## src/rtl/eqn_chunk_cmp_if.sv

```systemverilog
`default_nettype none
// ============================================================================
//  Module      : eqn_chunk_cmp_if
//  Description : Start/operand/result bundle for the chunked magnitude comparator.
//  Revision    : 1.0 - initial release
// ============================================================================
interface eqn_chunk_cmp_if #(
    parameter int W = 16
);
    logic         start;
    logic [W-1:0] a;
    logic [W-1:0] b;
    logic         signed_mode;
    logic         ready;
    logic         done;
    logic         aeqb;
    logic         agtb;
    logic         altb;

    modport master (
        output start, a, b, signed_mode,
        input  ready, done, aeqb, agtb, altb
    );

    modport slave (
        input  start, a, b, signed_mode,
        output ready, done, aeqb, agtb, altb
    );
endinterface
`default_nettype wire

```

## src/rtl/eqn_chunk_cmp.sv

```systemverilog
`default_nettype none
// ============================================================================
//  Module      : eqn_chunk_cmp
//  Description : Multi-cycle W-bit eq/gt/lt comparator, C bits per cycle, MSB
//                chunk first with early exit; unsigned or two's complement.
//  Revision    : 1.0 - initial release
// ============================================================================
module eqn_chunk_cmp #(
    parameter int W = 16,
    parameter int C = 4
) (
    input  logic               clk,
    input  logic               reset,
    eqn_chunk_cmp_if.slave     bus
);

    localparam int c_NCH = W / C;
    localparam int c_KW  = (c_NCH > 1) ? $clog2(c_NCH) : 1;
    localparam logic [C-1:0]    c_MSB  = C'(1) << (C - 1);
    localparam logic [c_KW-1:0] c_LAST = c_KW'(c_NCH - 1);

    generate
        if ((C < 1) || (C > W) || ((W % C) != 0)) begin : g_bad_param
            $error("eqn_chunk_cmp: W must be a positive multiple of C");
        end
    endgenerate

    typedef enum logic [1:0] {
        S_IDLE = 2'd0,
        S_CMP  = 2'd1,
        S_DONE = 2'd2
    } state_t;

    state_t          r_state;
    state_t          w_next;
    logic [W-1:0]    r_a;
    logic [W-1:0]    r_b;
    logic            r_sm;
    logic [c_KW-1:0] r_k;
    logic            r_eq;
    logic            r_gt;
    logic            r_lt;

    logic [W-1:0]    w_a_sh;
    logic [W-1:0]    w_b_sh;
    logic [C-1:0]    w_ca;
    logic [C-1:0]    w_cb;
    logic            w_flip;
    logic            w_last;
    logic            w_gt;
    logic            w_lt;
    logic            w_accept;

    // Operands are shifted left as chunks are consumed, so the chunk under
    // test always sits in the top C bits.
    generate
        if (C < W) begin : g_shift
            assign w_a_sh = {r_a[W-C-1:0], {C{1'b0}}};
            assign w_b_sh = {r_b[W-C-1:0], {C{1'b0}}};
        end else begin : g_noshift
            assign w_a_sh = r_a;
            assign w_b_sh = r_b;
        end
    endgenerate

    // Inverting the sign bit of the top chunk maps two's complement order
    // onto unsigned order; lower chunks are plain magnitude bits.
    assign w_flip   = r_sm && (r_k == '0);
    assign w_ca     = r_a[W-1 -: C] ^ (w_flip ? c_MSB : '0);
    assign w_cb     = r_b[W-1 -: C] ^ (w_flip ? c_MSB : '0);
    assign w_gt     = (w_ca > w_cb);
    assign w_lt     = (w_ca < w_cb);
    assign w_last   = (r_k == c_LAST);
    assign w_accept = (r_state == S_IDLE) && bus.start;

    always_comb begin
        w_next = r_state;
        case (r_state)
            S_IDLE: if (bus.start) w_next = S_CMP;
            S_CMP:  if (w_gt || w_lt || w_last) w_next = S_DONE;
            S_DONE: w_next = S_IDLE;
            default: w_next = S_IDLE;
        endcase
    end

    always_ff @(posedge clk) begin
        if (reset) begin
            r_state <= S_IDLE;
            r_k     <= '0;
            r_eq    <= 1'b0;
            r_gt    <= 1'b0;
            r_lt    <= 1'b0;
        end else begin
            r_state <= w_next;
            if (w_accept) begin
                r_k  <= '0;
                r_eq <= 1'b0;
                r_gt <= 1'b0;
                r_lt <= 1'b0;
            end else if (r_state == S_CMP) begin
                if (w_gt) begin
                    r_gt <= 1'b1;
                end else if (w_lt) begin
                    r_lt <= 1'b1;
                end else if (w_last) begin
                    r_eq <= 1'b1;
                end else begin
                    r_k <= r_k + 1'b1;
                end
            end
        end
    end

    // Operand registers carry no reset; their content is meaningless outside CMP.
    always_ff @(posedge clk) begin
        if (w_accept) begin
            r_a  <= bus.a;
            r_b  <= bus.b;
            r_sm <= bus.signed_mode;
        end else if ((r_state == S_CMP) && !w_gt && !w_lt && !w_last) begin
            r_a  <= w_a_sh;
            r_b  <= w_b_sh;
        end
    end

    assign bus.ready = (r_state == S_IDLE);
    assign bus.done  = (r_state == S_DONE);
    assign bus.aeqb  = r_eq;
    assign bus.agtb  = r_gt;
    assign bus.altb  = r_lt;

endmodule
`default_nettype wire

```

## src/flat_wrapper.sv

```systemverilog
// flat-port wrapper written by rule: the top's interface ports become plain ports
module eqn_chunk_cmp_flat 
#(
    parameter int W = 16,
    parameter int C = 4
)
  (clk, reset, bus_start, bus_a, bus_b, bus_signed_mode, bus_ready, bus_done, bus_aeqb, bus_agtb, bus_altb);
  eqn_chunk_cmp_if #(.W(W)) bus_i ();
  input  logic clk;
  input  logic reset;
  input wire logic [$bits(bus_i.start)-1:0] bus_start;
  input wire logic [$bits(bus_i.a)-1:0] bus_a;
  input wire logic [$bits(bus_i.b)-1:0] bus_b;
  input wire logic [$bits(bus_i.signed_mode)-1:0] bus_signed_mode;
  output wire logic [$bits(bus_i.ready)-1:0] bus_ready;
  output wire logic [$bits(bus_i.done)-1:0] bus_done;
  output wire logic [$bits(bus_i.aeqb)-1:0] bus_aeqb;
  output wire logic [$bits(bus_i.agtb)-1:0] bus_agtb;
  output wire logic [$bits(bus_i.altb)-1:0] bus_altb;
  assign bus_i.start = bus_start;
  assign bus_i.a = bus_a;
  assign bus_i.b = bus_b;
  assign bus_i.signed_mode = bus_signed_mode;
  assign bus_ready = bus_i.ready;
  assign bus_done = bus_i.done;
  assign bus_aeqb = bus_i.aeqb;
  assign bus_agtb = bus_i.agtb;
  assign bus_altb = bus_i.altb;
  eqn_chunk_cmp #(.W(W), .C(C)) u_core (.clk(clk), .reset(reset), .bus(bus_i));
endmodule
```

## config.mk

```make
export PLATFORM = sky130hd
export DESIGN_NAME = eqn_chunk_cmp_flat
export DESIGN_NICKNAME = d
export VERILOG_FILES = /design/src/rtl/eqn_chunk_cmp_if.sv /design/src/rtl/eqn_chunk_cmp.sv /design/src/flat_wrapper.sv
export SDC_FILE = /design/constraint.sdc
export NUM_CORES = 1
export LEC_CHECK = 0
export CORE_ASPECT_RATIO = 1.1
export CORE_UTILIZATION = 49
export CTS_CLUSTER_SIZE = 24
export DETAILED_ROUTE_END_ITERATION = 6
export PLACE_DENSITY = 0.84
export RECOVER_POWER = 50
export SYNTH_ARGS = -nofsm -noshare
export SYNTH_HDL_FRONTEND = slang
export SYNTH_SLANG_ARGS = --single-unit
```

## constraint.sdc

```tcl
create_clock -name clk -period 2.7 [get_ports clk]
set_clock_uncertainty 0.1 [all_clocks]
set_input_delay 0.54 -clock clk [delete_from_list [all_inputs] [get_ports clk]]
set_output_delay 0.54 -clock clk [all_outputs]
set_load 0.01 [all_outputs]
```

==> metrics.txt, run 1 <==
status=completed; critical path arrival=2370 ps; Total GRT Usage=0.193; max layer used=met4; num ports=41; # resized after CTS=0; synthesized area per cell=10.5 um2; period utilization=0.825; Metal-1 WL=1250 um; slew of the pin with the lowest slew margin=877 ps; hold depth=2; Synth cell types=29; WS Path Type=in -> reg; Hold WC Path Type=reg -> reg; Final min period=2230 ps; Setup crit end kind=flop; via count=1,308; Core ar.=3390 um2; WL final=3220 um; pwr/cell area=579 nW/um2; DR WL/cell=12.2 um; Area Growth Syn to Fin=30.1%; Final Max Tran Viols=0; Sink Count=40; RD Place Congestion=0.821; die area=3870 um2; Die W=59.4 um; peak supply drop=0.371 mV; Hold Startpoint=u_core.bus.altb; LEAKAGE=0.000971 uW; H-tree levels=2; register clock-pin slew on the reported worst setup and hold paths=120 ps; row cnt=22; clock root cell=clkbuf_4; initial antenna violation count=0; CTS tree=yes; final hold vios=0; DRC=0; r2r endpoint=u_core.r_b[5]; Worst R2R Setup Slack=550 ps; TritonRoute pass-1 iters=4; IO Port Bufs=40; MaxCap Viol Count=0; DRT iter0 DRCs=48; Syn Nets=210; YS warnings=0; Final #Nets=255; Slew headroom=0.415; clk_lat worst skew=340 ps; n_diodes=0; HPWL after DPL=2420 um; Seq/Total Area, Yosys=0.637; CTS Hold Bufs=0; Routed Antenna Nets=0; hold endpoint=u_core.bus.altb; placed cell area=2240 um2; Setup violations, final=0; Final Cell Area=2310 um2; CP max FO=34; first-pass GRT wire length=5450 um; Max Freq=449 MHz; total CTS buffers=5; vias in the first global route=1,346; die height=65.2 um; synthesized area=1780 um2; RSZ-0062 raised after global routing=false; layout cells sized above 1=0.0744; largest net degree at the start of global routing=35; CTS Buffer Depth=2; total setup buffers inserted after CTS=0; FF-to-FF path depth=5; Core Util, Final=0.683; FF+latch count, synth=40; DR WL met3=172 um; metal2 WL=1770 um; drt via density=4.97; GRT overflow=0; Crit path required time=2840 ps; Syn Inst Count=169; Startpoint Class=primary input; Initial Util=0.525; sum of negative setup slack=0 ps; Worst R2R Start=u_core.r_a[14]
[worst max-delay path, cell delays in order]
cell and delay (ps):
dlygate4sd3_1 540, nand2_2 140, inv_1 680, nor2_2 180, a22o_1 290
[cell families after synthesis]
group                      synth area share
and+or+nand+nor                       0.256
xor gates and xnor gates            0.00493
muxes                                0.0113
AOI/OAI and AO/OA                    0.0303
adders and majority gates            0.0352
buffers and inverters                0.0254
DFF                                   0.637
[report_power, final]
| group | switching, uW | internal (uW) |
|---|---|---|
| clock network | 193 | 193 |
| logic | 103 | 97.8 |
| registers | 16.6 | 735 |
[cells in the mapped netlist]
library cell | instances | area share
a21oi_1 | 1 | 0.0028
a21oi_2 | 1 | 0.0049
a221o_1 | 1 | 0.0056
a22o_1 | 2 | 0.0099
and2_1 | 9 | 0.032
and2b_1 | 1 | 0.0042
and3_1 | 1 | 0.0035
and4_4 | 1 | 0.0063
buf_2 | 3 | 0.0084
clkbuf_1 | 2 | 0.0042
dfxtp_1 | 7 | 0.079
edfxtp_1 | 33 | 0.56
ha_1 | 5 | 0.035
inv_1 | 5 | 0.011
inv_2 | 1 | 0.0021
mux2i_1 | 2 | 0.011
nand2_1 | 80 | 0.17
nand2_2 | 1 | 0.0035
nand2b_1 | 1 | 0.0035
nand3_1 | 1 | 0.0028
nand3_2 | 1 | 0.0056
nand3b_1 | 1 | 0.0042
nor2_1 | 2 | 0.0042
nor2_2 | 2 | 0.0070
nor2b_1 | 1 | 0.0035
nor3_1 | 1 | 0.0028
nor3b_1 | 1 | 0.0042
o31ai_2 | 1 | 0.0070
xnor2_1 | 1 | 0.0049
[worst max-delay path by stage]
stage	from	endpoint	slack, ps	cells after the start
after global placement	bus_start	u_core.r_a[6]	530	5
after detailed placement	bus_start	u_core.bus.aeqb	480	5
after CTS	u_core.r_state[1]	bus_done	630	2
after global routing	bus_start	u_core.bus.aeqb	310	5
after floorplan	u_core.r_a[14]	u_core.r_a[0]	480	4
final	bus_start	u_core.bus.aeqb	470	5
[layer usage]
layer / track usage / vias up
met3: 0.0630 / 4
met5: 0 / -
met1: 0.206 / 618
li1: - / 648
met2: 0.346 / 38
met4: 0.0714 / 0
[final cells by class]
cell class	instances	area, um2
Clock buffer	5	37.5
Clock inverter	3	42.5
Timing Repair Buffer	43	419
Multi-Input combinational cell	118	598
Fill cell	267	1070
Tap cell	48	60.1
Sequential cell	40	1130
Inverter	6	22.5
[cells in the final DEF (no fill, tap or decap)]
master,n
a21oi_1,1
a21oi_2,1
a221o_1,1
a22o_1,2
and2_0,8
and2_1,1
and2b_1,1
and3_1,1
and4_1,1
buf_4,2
bufinv_16,1
clkbuf_1,1
clkbuf_4,5
clkdlybuf4s50_1,38
clkinv_2,1
clkinvlp_4,1
dfxtp_1,7
dlygate4sd3_1,2
edfxtp_1,33
ha_1,5
inv_1,6
mux2i_1,2
nand2_1,80
nand2_2,1
nand2b_1,1
nand3_1,1
nand3_2,1
nand3b_1,1
nor2_1,2
nor2_2,2
nor2b_1,1
nor3_1,1
nor3b_1,1
o31ai_2,1
xnor2_1,1
[flip-flops by register name, indices dropped and copies added (netlist names)]
name             flops
u_core.r_state       2
u_core.bus.agtb      1
u_core.bus.aeqb      1
u_core.r_b          16
u_core.bus.altb      1
u_core.r_sm          1
u_core.r_a          16
u_core.r_k           2
[stage by stage]
step	instances	hold WS (ps)	worst slack (ps)	power [uW]
after detailed placement	255	358	477	973
after global routing	263	432	315	1410
after global placement	255	348	533	959
after floorplan	169	355	480	879
final	263	380	472	1340
after CTS	263	383	631	1350
Power figures use the tool's default switching activity.
==> run 2: changes to the inputs <==
==> constraint.sdc (replaced) <==
create_clock -name clk -period 2.3 [get_ports clk]
set_clock_uncertainty 0.1 [all_clocks]
set_input_delay 0.46 -clock clk [delete_from_list [all_inputs] [get_ports clk]]
set_output_delay 0.46 -clock clk [all_outputs]
set_load 0.01 [all_outputs]
==> run 2 against run 1 <==
Effect of this change: critical path depth up 1; critical endpoint is now u_core.r_a[10]; clock power is 18% lower; combinational power rose by 21%; highest routed layer unchanged.
==> metrics.txt, run 2 (synthesized netlist as in run 1, its figures left out) <==
status=completed; row cnt=22 (unchanged); Core ar.=3390 um2 (unchanged); Startpoint Class=primary input; clk_lat worst skew=330 ps (about the same); number of fill cells=280 (+4.9%); register clock-pin slew on the reported worst setup and hold paths=110 ps (about the same); Final #Nets=255 (unchanged); Regs by FF count=u_core.r_a (16), u_core.r_b (16); Tot Pwr=1440 uW (+7.5%); cell mode on critical path=nand2_1; sum of negative setup slack=0 ps (unchanged); Worst R2R Start=u_core.r_a[14]; Area Growth Syn to Fin=29.2%; die height=65.2 um (unchanged); power share of the combinational group=0.169 (+0.019); Die W=59.4 um (unchanged); Total GRT Usage=0.186 (-0.00636); dpl cells=255 (unchanged); n_diodes=0 (unchanged); HPWL after DPL=2310 um (-4.4%); power share of the sequential group=0.612 (+0.051); NetSw=343 uW (+9.4%); Clock Power Share=0.219 (-0.070); LEAKAGE=0.000971 uW (about the same); r2r endpoint=u_core.r_a[3]; Non-Filler Instances=262 (-0.38%); period utilization=0.851; internal power=1100 uW (+6.9%); Reg area=1130 um2 (unchanged); first-pass GRT wire length=5350 um (-1.8%); Hold WC Path Type=reg -> reg; Switching Share=0.238 (+0.00420); RSZ-0062 raised after global routing=false; Crit path required time=2400 ps (-440 ps); peak supply drop=0.374 mV (+0.70%); total setup buffers inserted after CTS=0 (unchanged); via count=1,249 (-4.5%); Initial Util=0.525 (unchanged); Worst R2R Setup Slack=430 ps (-120 ps); area occupied by multi-input gates=601 um2 (+0.42%); num ports=41 (unchanged); slew of the pin with the lowest slew margin=635 ps (-243 ps); IO Port Bufs=40 (unchanged); H-tree levels=2 (unchanged); Final Max Tran Viols=0 (unchanged); critical-path cell with the highest stage delay=dlygate4sd3_1; Hold Startpoint=u_core.bus.altb; # resized after CTS=0 (unchanged); hold endpoint=u_core.bus.altb; FF-to-FF path depth=5 (unchanged); CTS Hold Bufs=0 (unchanged); DR WL/cell=11.4 um (-6.6%); Slew headroom=0.576 (+0.162); GRT overflow=0 (unchanged); Hold Worst Slack=369 ps (-11.4 ps); Core Util, Final=0.678 (-0.00443); CTS Buffer Depth=2 (unchanged); Setup violations, final=0 (unchanged); Max Freq=511 MHz; most frequent cells in the layout=80 x nand2_1, 37 x clkdlybuf4s50_1, 33 x edfxtp_1; MaxCap Viol Count=0 (unchanged); die area=3870 um2 (unchanged); final hold vios=0 (unchanged); CTS tree=yes; WS Path Type=in -> reg; CP max FO=26 (-24%); WL final=3000 um (-7.0%); drt via density=4.77 (-4.1%); layout cells sized above 1=0.0748 (+0.000348); Sink Count=40 (unchanged); Final min period=1960 ps; total CTS buffers=5 (unchanged); RD Place Congestion=0.771 (-6.1%); DRT iter0 DRCs=26 (-46%); critical path arrival=2060 ps (-310 ps); pwr/cell area=627 nW/um2 (+8.2%); vias in the first global route=1,321 (-1.9%); crit path cell chain=dlygate4sd3_1 -> nand2_2 -> inv_1 -> buf_4 -> nand2_1 -> nand2_1; initial antenna violation count=0 (unchanged); hold depth=2 (unchanged); Routed Antenna Nets=0 (unchanged); largest net degree at the start of global routing=33 (-5.7%); DRC=0 (unchanged); Setup crit end kind=flop; commonest non-fill, non-tap cell in the layout=nand2_1; TritonRoute pass-1 iters=4 (unchanged); CP peak stage delay=540 ps (-140 ps); clock root cell=clkbuf_4
run 2: cell count changes in the layout (fill, tap and decap cells not counted), sizes merged:
cell,previous run,this run
buf,2,3
bufinv,1,0
clkdlybuf4s50,38,37
dlygate4sd3,2,3
clkinvlp,1,0
run 2: power groups by stage:
stage / sequential (uW) / combinational (uW) / clock [uW]
2_1_floorplan: 895 / 136 / 0
3_3_place_gp: 896 / 237 / 0
3_5_place_dp: 898 / 249 / 0
4_1_cts: 881 / 251 / 327
5_1_grt: 886 / 277 / 351
6_report: 881 / 243 / 316
run 2: how the worst max path moves through the flow:
stage | start | end | slack (ps) | cells after the start
final | bus_start | u_core.r_a[10] | 340 | 6
after global placement | bus_start | u_core.bus.agtb | 320 | 5
after global routing | bus_start | u_core.r_k[0] | 150 | 6
after CTS | u_core.r_state[1] | bus_done | 320 | 2
after detailed placement | bus_start | u_core.r_a[10] | 280 | 6
after floorplan | u_core.r_a[14] | u_core.r_a[0] | 80 | 4
run 2: layer usage:
layer,track usage,wire [um],vias to the layer above
met5,0,0,-
met4,0.0565,29,0
met3,0.0394,117,3
met2,0.346,1660,34
met1,0.209,1190,567
li1,-,-,645
run 2: per-stage QoR:
stage,setup WS (ps),area [um2]
6_report,343,2300
5_1_grt,154,2300
4_1_cts,319,2300
3_5_place_dp,280,2250
3_3_place_gp,323,2250
2_1_floorplan,80.0,1780
run 2: worst max-delay path, delay by kind of cell:
family | cells | cell delay, ps
AND/OR/NAND/NOR | 3 | 280
buffers and inverters | 3 | 1320
run 2: layout make-up:
type | count | share of cell area
flip-flops and latches | 40 | 0.493
multi-input cells | 118 | 0.262
well taps | 48 | 0.0262
clock inverters | 1 | 0.00218
repair buffers | 43 | 0.190
inverters | 6 | 0.00981
clock buffers | 6 | 0.0180
